**config.mk**
```make
export PLATFORM = sky130hd
export DESIGN_NAME = axis_pkt_fifo
export DESIGN_NICKNAME = d
export VERILOG_FILES = /design/src/rtl/axis_pkt_fifo.sv
export SDC_FILE = /design/constraint.sdc
export NUM_CORES = 1
export LEC_CHECK = 0
export ABC_AREA = 1
export BUFFER_PORTS_ARGS = -buffer_cell sky130_fd_sc_hd__clkbuf_2
export CAP_MARGIN = 20
export CORE_AREA = 4 4 216 218
export DETAILED_ROUTE_END_ITERATION = 8
export DIE_AREA = 0 0 220 222
export GPL_TIMING_DRIVEN = 1
export HOLD_SLACK_MARGIN = 0.03
export PLACE_DENSITY = 0.72
export SLEW_MARGIN = 20
export SYNTH_ARGS = -nofsm -noshare
export SYNTH_HDL_FRONTEND = slang
export SYNTH_SLANG_ARGS = --single-unit
```
**constraint.sdc**
```tcl
create_clock -name aclk -period 4.1 [get_ports aclk]
set_clock_uncertainty 0.2 [all_clocks]
set_input_delay 0.41 -clock aclk [delete_from_list [all_inputs] [get_ports aclk]]
set_output_delay 0.41 -clock aclk [all_outputs]
set_load 0.005 [all_outputs]
```
**src/rtl/axis_pkt_fifo.sv**
```systemverilog
// AXI-Stream FIFO holding {tlast, tkeep, tdata} per entry with first-word fall-through.
// PACKET_MODE=1 holds words back until a whole packet is stored (store-and-forward).
module axis_pkt_fifo #(
  parameter int DATA_WIDTH  = 32,
  parameter int ADDR_WIDTH  = 4,
  parameter int PACKET_MODE = 0
) (
  input  logic                    aclk,
  input  logic                    areset_n,
  input  logic [DATA_WIDTH-1:0]   s_tdata,
  input  logic [DATA_WIDTH/8-1:0] s_tkeep,
  input  logic                    s_tvalid,
  input  logic                    s_tlast,
  output logic                    s_tready,
  output logic [DATA_WIDTH-1:0]   m_tdata,
  output logic [DATA_WIDTH/8-1:0] m_tkeep,
  output logic                    m_tvalid,
  output logic                    m_tlast,
  input  logic                    m_tready,
  output logic [ADDR_WIDTH:0]     count,
  output logic [ADDR_WIDTH:0]     pkt_count,
  output logic                    full,
  output logic                    empty
);

  localparam int KEEP_WIDTH  = DATA_WIDTH / 8;
  localparam int ENTRY_WIDTH = DATA_WIDTH + KEEP_WIDTH + 1;
  localparam int DEPTH       = 1 << ADDR_WIDTH;
  localparam logic [ADDR_WIDTH:0] PTR_ONE   = {{ADDR_WIDTH{1'b0}}, 1'b1};
  localparam logic [ADDR_WIDTH:0] DEPTH_CNT = PTR_ONE << ADDR_WIDTH;

  logic [ENTRY_WIDTH-1:0] mem [DEPTH];
  logic [ENTRY_WIDTH-1:0] headEntry;

  logic [ADDR_WIDTH:0] wrPtr_q, wrPtr_d;
  logic [ADDR_WIDTH:0] rdPtr_q, rdPtr_d;
  logic [ADDR_WIDTH:0] count_q, count_d;
  logic [ADDR_WIDTH:0] pktCount_q, pktCount_d;
  logic                full_q, full_d;
  logic                empty_q, empty_d;
  logic                sReady_q;
  logic                cutThru_q, cutThru_d;

  logic wrEn, rdEn, wrLast, rdLast;

  assign headEntry = mem[rdPtr_q[ADDR_WIDTH-1:0]];
  assign m_tdata   = headEntry[DATA_WIDTH-1:0];
  assign m_tkeep   = headEntry[DATA_WIDTH +: KEEP_WIDTH];
  assign m_tlast   = headEntry[ENTRY_WIDTH-1];

  assign s_tready  = sReady_q;
  assign count     = count_q;
  assign pkt_count = pktCount_q;
  assign full      = full_q;
  assign empty     = empty_q;

  // In packet mode the head is only released once a complete packet is stored,
  // or when cut-through was forced by a packet longer than the FIFO.
  always_comb begin
    if (PACKET_MODE != 0) begin
      m_tvalid = !empty_q && ((pktCount_q != '0) || cutThru_q);
    end else begin
      m_tvalid = !empty_q;
    end
  end

  assign wrEn   = s_tvalid && sReady_q;
  assign rdEn   = m_tvalid && m_tready;
  assign wrLast = wrEn && s_tlast;
  assign rdLast = rdEn && m_tlast;

  always_comb begin
    wrPtr_d    = wrPtr_q;
    rdPtr_d    = rdPtr_q;
    pktCount_d = pktCount_q;
    cutThru_d  = cutThru_q;

    if (wrEn) wrPtr_d = wrPtr_q + PTR_ONE;
    if (rdEn) rdPtr_d = rdPtr_q + PTR_ONE;

    // Pointers carry an extra wrap bit, so their difference is the occupancy 0..DEPTH.
    count_d = wrPtr_d - rdPtr_d;
    full_d  = (count_d == DEPTH_CNT);
    empty_d = (count_d == '0);

    case ({wrLast, rdLast})
      2'b10:   pktCount_d = pktCount_q + PTR_ONE;
      2'b01:   pktCount_d = pktCount_q - PTR_ONE;
      default: pktCount_d = pktCount_q;
    endcase

    if (PACKET_MODE != 0) begin
      if (full_q && (pktCount_q == '0)) cutThru_d = 1'b1;
      if (rdLast)                       cutThru_d = 1'b0;
    end else begin
      cutThru_d = 1'b0;
    end
  end

  always_ff @(posedge aclk or negedge areset_n) begin
    if (!areset_n) begin
      wrPtr_q    <= '0;
      rdPtr_q    <= '0;
      count_q    <= '0;
      pktCount_q <= '0;
      full_q     <= 1'b0;
      empty_q    <= 1'b1;
      sReady_q   <= 1'b0;
      cutThru_q  <= 1'b0;
    end else begin
      wrPtr_q    <= wrPtr_d;
      rdPtr_q    <= rdPtr_d;
      count_q    <= count_d;
      pktCount_q <= pktCount_d;
      full_q     <= full_d;
      empty_q    <= empty_d;
      sReady_q   <= !full_d;
      cutThru_q  <= cutThru_d;
    end
  end

  // Storage is not reset; stale contents are unreachable once the pointers clear.
  always_ff @(posedge aclk) begin
    if (wrEn) begin
      mem[wrPtr_q[ADDR_WIDTH-1:0]] <= {s_tlast, s_tkeep, s_tdata};
    end
  end

endmodule

```
# --- Word-level counts from Yosys, hierarchy flattened ---
# Memory sizes are Yosys's and may differ from the RTL's.
# Index checks and enable logic that the tools add are counted.
totals:
  register_bits: 23
  latch_bits: 0
  mem_bits_rw: 592
  romBits: 0
  inputBits: 41
  output_inout_bits: 51
  wordCells: 29
  n_memories: 1
memory_table:
  columns: ["name", "depth", "width", "rd", "rd_ports_with_merged_regs", "wr", "line", "source"]
  rows:
  - ["mem", 16, 37, 1, 0, 1, "32", "logic [ENTRY_WIDTH-1:0] mem [DEPTH];"]
classes:
  n_addsub: 5
  n_mul: 0
  div_mod_pow: 0
  order_cmp: 0
  eq_ne: 3
  shift: 0
  mux: 5
  n_bitwise: 0
  reduce_logical: 8
op_table:
  columns: ["op", "n"]
  rows:
  - ["$add 5x1->5 const B", 3]
  - ["$mux 5", 2]
  - ["$pmux 5 s2", 1]
  - ["$eq 5x5->1 const B", 1]
  - ["$logic_not 5->1", 1]
  - ["$sub 5x1->5 const B", 1]
  - ["$sub 5x5->5", 1]
  - ["$logic_and 1x1->1", 4]
  - ["$eq 2x1->1 const B", 1]
  - ["$eq 2x2->1 const B", 1]
  - ["$logic_not 1->1", 2]
  - ["$mux 1", 2]
  - ["$reduce_bool 2->1", 1]

# --- Depth between registers and ports, before layout ---
depth:
  word_depth: 6
  mapped_depth: 21
  mapped_depth_nobuf: 18

# --- Least setup slack after synthesis ---
# OpenSTA, ideal clock, no wires.
synth_timing:
  kind: "register to register"
  startpoint: "register wrPtr_q[0]"
  endpoint: "memory mem[11][0] (netlist name) (enable)"
  setup_time_ns: 0.431
  t_arrival_ns: 2.385
  t_required_ns: 3.469
  path_slack_ns: 1.084
  path_stages_with_launch: 6
  n_path_buf: 0
  synth_period_minus_slack_ns: 3.016
  cell_sequence: "dfrtp_1 > ha_1 > inv_1 > nor2_1 > nand2_1 > nor2_1"
synth_lines:
  columns: ["item", "line", "source"]
  rows:
  - ["start: declaration", "35", "logic [ADDR_WIDTH:0] wrPtr_q, wrPtr_d;"]
  - ["start signal: assignment", "111", "wrPtr_q <= wrPtr_d;"]
  - ["end: declaration", "32", null]
# Straight into the memory's write port.

# --- Worst setup path after layout ---
layout_timing:
  startpoint: "register rdPtr_q[0]"
  endpoint: "output m_tdata[0]"
layout_between:
  elab_chain_len: 1
layout_rtl:
  columns: ["item", "line", "source"]
  rows:
  - ["start: declaration", "36", "logic [ADDR_WIDTH:0] rdPtr_q, rdPtr_d;"]
  - ["start signal: assignment", "112", "rdPtr_q <= rdPtr_d;"]
  - ["$mem_v2 16x37", null, null]
  - ["end: declaration", "15", "output logic [DATA_WIDTH-1:0] m_tdata,"]
# Every way passes these cells.

==> impl_summary.log <==
[metrics] global-route met3 utilization: 3.96%
[metrics] most frequent cell on the critical path: sky130_fd_sc_hd__nand3_1
[metrics] worst slew margin relative to its limit: 36.1%
[metrics] clock tree from TritonCTS: yes
[metrics] shortest clock period the worst path allows after layout: 3730 ps
[metrics] postcts setup bufs: 0
[metrics] number of buffers added on ports: 91
[metrics] Final ANT Viol Nets: 0
[metrics] Cells after Synth: 1,892
[metrics] Final Wtd Congestion: 0.777
[metrics] area fraction of the dominant cell type after synthesis: 72.7%
[metrics] Crit Path Class: reg2out
[metrics] final layout net count: 2,045
[metrics] number of buffers and inverters on the critical path: 3
[metrics] core area: 44,900 sq um
[metrics] part of the cycle the worst path needs: 91.0%
[metrics] leakage power: 9.35 nW
[metrics] largest net degree at the start of global routing: 145
[metrics] area enclosed by the die boundary: 48,800 sq um
[metrics] average cell area after synthesis: 12.9 sq um
[metrics] share of final-layout standard cells stronger than drive strength 1: 11.2%
[metrics] setup TNS: 0 ps
[metrics] Global Route Usage Sum: 22.6%
[metrics] most frequent cells after synthesis: 592 x sky130_fd_sc_hd__edfxtp_1, 401 x sky130_fd_sc_hd__nor2_1, 276 x sky130_fd_sc_hd__o21ai_0
[metrics] Async SR Flop Fraction: 3.74%
[metrics] width of the die: 220 um
[metrics] final HPWL from detailed placement: 27,900 um
[metrics] number of distinct library cell variants in the gate-level netlist after synthesis: 32
[metrics] Site Rows: 78
[metrics] cell area after placement: 25,600 sq um
[metrics] type of element capturing the critical path: output port
[metrics] Non-Filler Cell Area, Final: 27,600 sq um
[metrics] most congested layer reported by global routing: met2
[metrics] setup repair after global routing missed its margin: no
[metrics] cell taking the most area after synthesis: sky130_fd_sc_hd__edfxtp_1
[metrics] # Max-Cap Violations: 0
[metrics] post-cts gate resize count: 0
[metrics] number of vias after detailed routing: 15,385
[metrics] Wirelength per Cell: 21.2 um
[metrics] Final Hold Vio Count: 0
[metrics] category of cells accounting for the largest share of critical-path delay: buffers and inverters
[metrics] # clock sinks: 615
[metrics] Least-Margin Pin Slew: 959 ps
[metrics] buffer levels on the longest clock path: 3
[metrics] worst IR drop on VDD: 0.000536 V
[metrics] per-cell via count in the routed design: 5.84
[metrics] largest cells by area after synthesis: sky130_fd_sc_hd__edfxtp_1 73%, sky130_fd_sc_hd__nor2_1 6.2%, sky130_fd_sc_hd__o21ai_0 5.6%
[metrics] total wire length: 55,800 um
[metrics] crit-path max FO: 82
[metrics] number of placed I/O pins: 92
[metrics] number of setup violations in the final report: 0
[metrics] result of the run: complete, no violations
[metrics] power per cell area: 700 nW/um^2
[metrics] number of H-tree branching levels: 2
[metrics] critical path required time: 3490 ps
[metrics] CTS Root Cell: sky130_fd_sc_hd__clkbuf_16
[metrics] Top FF cell, synth: sky130_fd_sc_hd__edfxtp_1
[metrics] Post-synth EDFFs: 592
[metrics] data arrival at the endpoint of the critical path: 3120 ps
[metrics] clock-pin slew of the registers on the worst-case setup and hold paths: 60 ps
[metrics] first-pass GRT wire length: 85,500 um
[metrics] sequential cell area fraction in the yosys report: 75.1%
[metrics] Final Slew Violations: 0
[metrics] overflow left after global routing: 0
[metrics] maximum clock frequency: 0.268 GHz
[metrics] CTS Buf Count: 57
[metrics] DR DRC count: 0
[metrics] source-to-sink clock delay at the later pin of the worst-skew pair: 600 ps
[metrics] DRC violation total after the first TritonRoute iteration: 1,673
[metrics] type of the tightest min-delay check: in2reg
[metrics] Mapped Nets: 1,948
[metrics] met1 routing resource usage after global routing: 32.3%
[metrics] synth warn: 0
[metrics] slowest CP cell: sky130_fd_sc_hd__buf_4
[metrics] initial antenna violation count: 2
[metrics] netlist area before placement: 24,500 sq um
[metrics] TritonRoute pass-1 iters: 6
[metrics] startpoint types: register
[metrics] Global Route met2 Usage: 36.4%
[metrics] post-synthesis sequential element count: 615
[metrics] cell chain of the critical path: inv_8 -> buf_4 -> o21ai_0 -> o211ai_1 -> nand3_1 -> nand3_1 -> clkbuf_2
[metrics] initial core utilization: 54.5%
[metrics] biggest cell delay along the critical path: 720 ps
[metrics] die span in y: 222 um
[metrics] number of global-route vias before repair: 14,996
[metrics] cell with the most instances after synthesis: sky130_fd_sc_hd__edfxtp_1
[metrics] synthesis-to-layout area growth: 13.0%
layer usage:
layer | part of all wire, % | up-vias | wire length [um]
met4 | 2.2 | 2 | 1240
li1 | - | 7064 | -
met5 | 0.023 | - | 13
met3 | 7.9 | 96 | 4430
met2 | 48 | 651 | 27000
met1 | 41 | 7572 | 23100
timing repair:
action | in CTS | in global routing
endpoints found under the hold margin | 509 | 0
endpoints found under the setup margin | 0 | 0
hold buffers | 32 | 0
worst paths after layout:
path / from / endpoint / slack (ps) / cells past startpoint
worst min-delay path: s_tdata[19] / mem[1][19] / 40 / 1
worst max register to register: rdPtr_q[0] / pkt_count[4] / 960 / 15
worst min register to register: pkt_count[2] / pkt_count[2] / 330 / 2
worst max-delay path: rdPtr_q[0] / m_tdata[0] / 370 / 7
max in group asynchronous: areset_n / rdPtr_q[1] / 3140 / 2
min in group asynchronous: areset_n / count[4] / 130 / 2
report_power, final:
group	switching [mW]	total [mW]	internal, mW
registers	0.216	7.76	7.54
clock network	2.17	4.94	2.78
logic	4.58	6.64	2.06
total	6.96	19.3	12.4
metrics by stage:
stage | setup slack (ps) | power, mW | cells | hold WS [ps] | utilization [%]
finish | 370 | 19.3 | 2635 | 40.7 | 61.6
global route | 112 | 20.5 | 2635 | 52.0 | 61.6
CTS | 353 | 19.4 | 2634 | 30.9 | 61.5
detailed placement | 940 | 14.5 | 2498 | 240 | 57.0
global placement | 1020 | 14.3 | 2498 | 235 | 57.0
floorplan | 1080 | 12.3 | 1892 | -85.6 | -
flip-flops by register name, indices dropped and copies added, names as in the netlist:
register / count
wrPtr_q: 5
full: 1
pkt_count: 5
mem: 592
count: 5
s_tready: 1
empty: 1
rdPtr_q: 5
cells by family (layout without fill, tap and decap cells):
| kind of cell | count (synthesis) | count (layout) | share of synthesized area (%) |
|---|---|---|---|
| compound gates | 471 | 471 | 10.8 |
| simple gates | 612 | 612 | 9.75 |
| buf+inv | 171 | 313 | 3.24 |
| flops | 615 | 615 | 75.1 |
| xor+xnor | 8 | 8 | 0.287 |
| fa+ha+maj | 15 | 15 | 0.829 |
| other cells | 0 | 1 | 0 |
layout by cell type (no fill, tap or decap), types with 6 or more instances in the layout:
cell type / n
sky130_fd_sc_hd__dfrtp_1: 19
sky130_fd_sc_hd__ha_1: 13
sky130_fd_sc_hd__clkbuf_16: 57
sky130_fd_sc_hd__buf_12: 10
sky130_fd_sc_hd__o22ai_1: 72
sky130_fd_sc_hd__o21ai_1: 39
sky130_fd_sc_hd__nand2_1: 151
sky130_fd_sc_hd__o21ai_0: 276
sky130_fd_sc_hd__clkinv_2: 8
sky130_fd_sc_hd__o211ai_1: 72
sky130_fd_sc_hd__clkinv_1: 13
sky130_fd_sc_hd__dlygate4sd3_1: 32
sky130_fd_sc_hd__xor2_1: 6
sky130_fd_sc_hd__nand3_1: 54
sky130_fd_sc_hd__edfxtp_1: 592
sky130_fd_sc_hd__nor2_4: 17
sky130_fd_sc_hd__clkbuf_2: 91
sky130_fd_sc_hd__nor2_1: 384
sky130_fd_sc_hd__a21oi_1: 6
sky130_fd_sc_hd__inv_1: 49
sky130_fd_sc_hd__buf_4: 22
sky130_fd_sc_hd__clkbuf_1: 18
area by class of cell:
class	count	area, sq um
Inverter	53	206
Clock inverter	27	204
Clock buffer	77	1520
Timing Repair Buffer	156	1150
Sequential cell	615	18400
Tap cell	600	751
Antenna cell	1	2.50
Multi-Input combinational cell	1106	5430
Fill cell	3366	17300
No activity file was read; power rests on OpenSTA's default activity.
